File: src/rtl/pattern_detector.sv
// Serial pattern detector: masked compare of the last WIDTH sampled bits against a loaded pattern.
// match_pulse is registered and rises on the edge that samples the final bit; no backpressure.
module pattern_detector #(
  parameter int WIDTH       = 8,
  parameter int CNT_W       = 8,
  parameter int HOLD_CYCLES = 3
) (
  input  logic             clock,
  input  logic             reset,
  input  logic             enable,
  input  logic             x_in,
  input  logic             load,
  input  logic [WIDTH-1:0] pattern,
  input  logic [WIDTH-1:0] mask,
  input  logic             overlap,
  output logic             match_pulse,
  output logic             y_out,
  output logic [CNT_W-1:0] match_count,
  output logic             count_sat
);

  localparam int FW = $clog2(WIDTH + 1);
  localparam int HW = $clog2(HOLD_CYCLES + 1);
  localparam logic [FW-1:0] FULL = FW'(WIDTH);
  localparam logic [HW-1:0] HOLD = HW'(HOLD_CYCLES);

  typedef enum logic {S_FILL, S_ARMED} state_t;

  state_t           state, state_n;
  logic [WIDTH-1:0] pat_q, mask_q;
  logic [WIDTH-1:0] hist, hist_n, hist_sh;
  logic [FW-1:0]    fill, fill_n, fill_inc;
  logic [HW-1:0]    hold_cnt, hold_n;
  logic [CNT_W-1:0] cnt_n;
  logic             match, y_n;

  assign count_sat = &match_count;

  always_ff @(posedge clock or posedge reset) begin
    if (reset) begin
      state       <= S_FILL;
      pat_q       <= '0;
      mask_q      <= '0;
      hist        <= '0;
      fill        <= '0;
      hold_cnt    <= '0;
      match_count <= '0;
      match_pulse <= 1'b0;
      y_out       <= 1'b0;
    end else begin
      state       <= state_n;
      hist        <= hist_n;
      fill        <= fill_n;
      hold_cnt    <= hold_n;
      match_count <= cnt_n;
      match_pulse <= match;
      y_out       <= y_n;
      if (load) begin
        pat_q  <= pattern;
        mask_q <= mask;
      end
    end
  end

  always_comb begin
    hist_sh  = {hist[WIDTH-2:0], x_in};
    fill_inc = (state == S_ARMED) ? FULL : fill + 1'b1;
    match    = enable && !load && (fill_inc == FULL) && (mask_q != '0) &&
               (((hist_sh ^ pat_q) & mask_q) == '0);
    state_n  = state;
    hist_n   = hist;
    fill_n   = fill;
    hold_n   = hold_cnt;
    cnt_n    = match_count;
    y_n      = 1'b0;
    if (load) begin
      state_n = S_FILL;
      hist_n  = '0;
      fill_n  = '0;
      hold_n  = '0;
      cnt_n   = '0;
    end else begin
      if (enable) begin
        hist_n = hist_sh;
        // Non-overlapping search demands WIDTH fresh bits; history keeps shifting regardless.
        if (match && !overlap) begin
          fill_n  = '0;
          state_n = S_FILL;
        end else begin
          fill_n  = fill_inc;
          state_n = (fill_inc == FULL) ? S_ARMED : S_FILL;
        end
      end
      if (match) begin
        hold_n = HOLD;
        y_n    = 1'b1;
        if (!count_sat) cnt_n = match_count + 1'b1;
      end else if (hold_cnt != '0) begin
        hold_n = hold_cnt - 1'b1;
        y_n    = (hold_cnt > HW'(1));
      end
    end
  end

endmodule

File: config.mk
export PLATFORM = sky130hd
export DESIGN_NAME = pattern_detector
export DESIGN_NICKNAME = d
export VERILOG_FILES = /design/src/rtl/pattern_detector.sv
export SDC_FILE = /design/constraint.sdc
export NUM_CORES = 1
export LEC_CHECK = 0
export BUFFER_PORTS_ARGS = -buffer_cell sky130_fd_sc_hd__buf_2
export CAP_MARGIN = 10
export CORE_ASPECT_RATIO = 1.2
export CORE_MARGIN = 3
export CORE_UTILIZATION = 50
export CTS_BUF_LIST = sky130_fd_sc_hd__clkbuf_2 sky130_fd_sc_hd__clkbuf_4 sky130_fd_sc_hd__clkbuf_8
export DETAILED_ROUTE_END_ITERATION = 8
export GPL_TIMING_DRIVEN = 0
export PLACE_DENSITY_LB_ADDON = 0.05
export SYNTH_ARGS = -nofsm -noshare
export SYNTH_HDL_FRONTEND = slang
export SYNTH_SLANG_ARGS = --single-unit
File: constraint.sdc
create_clock -name clock -period 7.17 [get_ports clock]
set_input_delay 1.434 -clock clock [delete_from_list [all_inputs] [get_ports clock]]
set_output_delay 1.434 -clock clock [all_outputs]
set_load 0.1 [all_outputs]
==> results_dict.tcl <==
set metrics [dict create \
    status "finished clean" \
    grt_pass1_vias 1428 \
    worstPathMaxFanout 7 \
    finalClockSkew_ns 0.00362 \
    fp.dieW_um 62.5 \
    yosys-top-cells-area "dfrtp_1, mux2_2, xor2_1, mux2i_1, a21oi_1" \
    num_vias 1451 \
    drt_pass1_iterations 5 \
    die_area_mm2 0.00462 \
    synth-async-reset-ratio_pct 100 \
    rsz0062_at_grt "no" \
    power_uw 472 \
    start_util_pct 52.4 \
    syn-num-nets 195 \
    start_kind "flip-flop" \
    critical_path_class "reg2out" \
    grt_overflow_total 0 \
    final_nets 234 \
    hold_violations 0 \
    synth-edff-count 0 \
    synthFlopType "dfrtp_1" \
    cts_sinks 40 \
    ant_nets 0 \
    cts-root-buf "clkbuf_8" \
    cap_violations 0 \
    synth_area_mm2 0.00192 \
    ys_seq_elements 40 \
    period_share_pct 43.4 \
    drtIter0Drc 102 \
    worst_pin_slew_ns 0.827 \
    numPortBuffers 32 \
    yosysWarnings 0 \
    via_per_inst 5.58 \
    relSlewSlack_pct 44.8 \
    fp.dieH_um 73.9 \
    drive_gt1_share_pct 29.3 \
    gp_congestion 0.815 \
    diodes 0 \
    worstHoldPathType "reg2reg" \
    seq_area_frac_synth_pct 52.2 \
    dp_hpwl_mm 2.81 \
    cts_resized 0 \
    grt_first_pass_wirelength_mm 6.34 \
    crit_arrival_ns 1.68 \
    report.final.slew_viol_count 0 \
    setup_viol_count_final 0 \
    multi_input_area_um2 846 \
    clk_latency_ns 0.29 \
    syn_to_final_growth_pct 16.0 \
    synth.most_common_cell "dfrtp_1" \
    timing.fmax_ghz 0.322 \
    netlist.area_leader.share_pct 52.2 \
    cts_made_buffers 5 \
    wl_per_cell_um 14.6 \
    drc 0 \
    min_period_ns 3.11 \
    p_per_area_mw_per_mm2 212 \
    wl_mm 3.79 \
    cp.required_ns 5.74 \
    crit_path_end_kind "primary output" \
    ios 33 \
    grt_use_total_pct 17.6 \
    core_area_mm2 0.00366 \
    cts_tree "yes" \
    ctsHtreeMaxLevel 2 \
    fin_tns_setup_ns 0 \
    cts_buffer_depth 2 \
    synth_cell_types 39 \
    hold_buffers 0 \
    clk_pin_slew_ns 0.07 \
    rows 24 \
    ir_drop_uv 119 \
    yosys.area.top_type "dfrtp_1" \
    regArea_mm2 0.00100 \
    p_leak_nw 1.05 \
    syn_inst 169 \
    antenna_found_initial 0 \
    syn-mean-instance-area_um2 11.3 \
    postCtsSetupBuffers 0 \
    synthTopCellsByCount "dfrtp_1, mux2_2, nor2_1" \
    grt_max_degree 41 \
    nFillCells 344 \
]
-- metal layers --
metal | track usage [%] | vias up | part of all wire, %
met5 | 0 | - | 0
met4 | 6.86 | 0 | 1.7
met3 | 3.82 | 8 | 3.6
met2 | 32.0 | 43 | 54
met1 | 20.2 | 709 | 41
li1 | - | 691 | -
-- power by group --
group / internal, mW / total, mW / switching (mW) / leakage, nW
combinational: 0.0358 / 0.0764 / 0.0406 / 0.489
clock: 0.0699 / 0.143 / 0.0731 / 0.0445
sequential: 0.242 / 0.253 / 0.0112 / 0.518
-- stage by stage --
stage	cells	hold slack [ns]	utilization [%]	setup WS (ns)	cell area, um2
after floorplan	169	0.501	-	3.59	1920
after global placement	253	0.489	58.5	4.11	2140
after detailed placement	253	0.516	58.5	4.07	2140
after CTS	260	0.525	60.7	4.06	2220
after global routing	260	0.551	60.7	3.98	2220
final	260	0.527	60.7	4.06	2220
-- layout make-up --
class                   count  area share, %
clock buffers               6           3.43
inverters                  10           1.69
repair buffers             32           7.20
well taps                  52           2.92
multi-input cells         111           38.0
clock inverters             1          0.225
plain buffers               8           1.52
flip-flops and latches     40           45.0
-- cells by family (layout without fill, tap and decap cells) --
kind of cell,Yosys count,count (layout),share of synthesized area (%)
mux,25,25,14.2
xor+xnor,9,9,4.11
buf+inv,18,57,3.72
flops,40,40,52.2
simple gates,43,43,12.1
fa+ha+maj,4,4,2.61
compound gates,30,30,11.0
-- registers in the layout, indices dropped and copies added (netlist names) --
register and cells:
hist 7, match_pulse 1, fill 4, hold_cnt 2, match_count 8, y_out 1
pat_q 8, state 1, mask_q 8
-- cell usage in the layout, fill, tap and decap left out, types with 2 or more instances in the layout --
cell      count
dfrtp_1      40
buf_2        32
mux2_2       18
nor2_1       11
a21oi_1      10
xor2_1        9
inv_1         8
mux2i_1       7
nand3_1       6
clkbuf_8      5
nor4_1        4
nor2b_1       4
clkbuf_1      4
nand2_1       4
or3_1         4
ha_1          4
buf_1         3
a22oi_1       3
o31ai_1       3
and4_1        2
inv_2         2
o21ai_0       2
nor3_1        2
o41ai_1       2
-- worst max-delay path: stages, from the launching register on --
cell and delay, ns:
dfrtp_1 0.45, and4_1 0.24, and4_1 0.26, buf_2 0.44
-- final timing paths --
path,from,endpoint,slack [ns],depth (start not counted)
setup / recovery,match_count[3],count_sat,4.06,3
setup reg to reg,fill[0],match_count[7],4.63,7
hold / removal,match_count[7],match_count[7],0.53,1
min in group asynchronous,reset,fill[3],1.31,2
max in group asynchronous,reset,hist[5],5.34,2
hold reg to reg,match_count[7],match_count[7],0.53,1
Note: power is estimated with default switching activity, not from simulation.
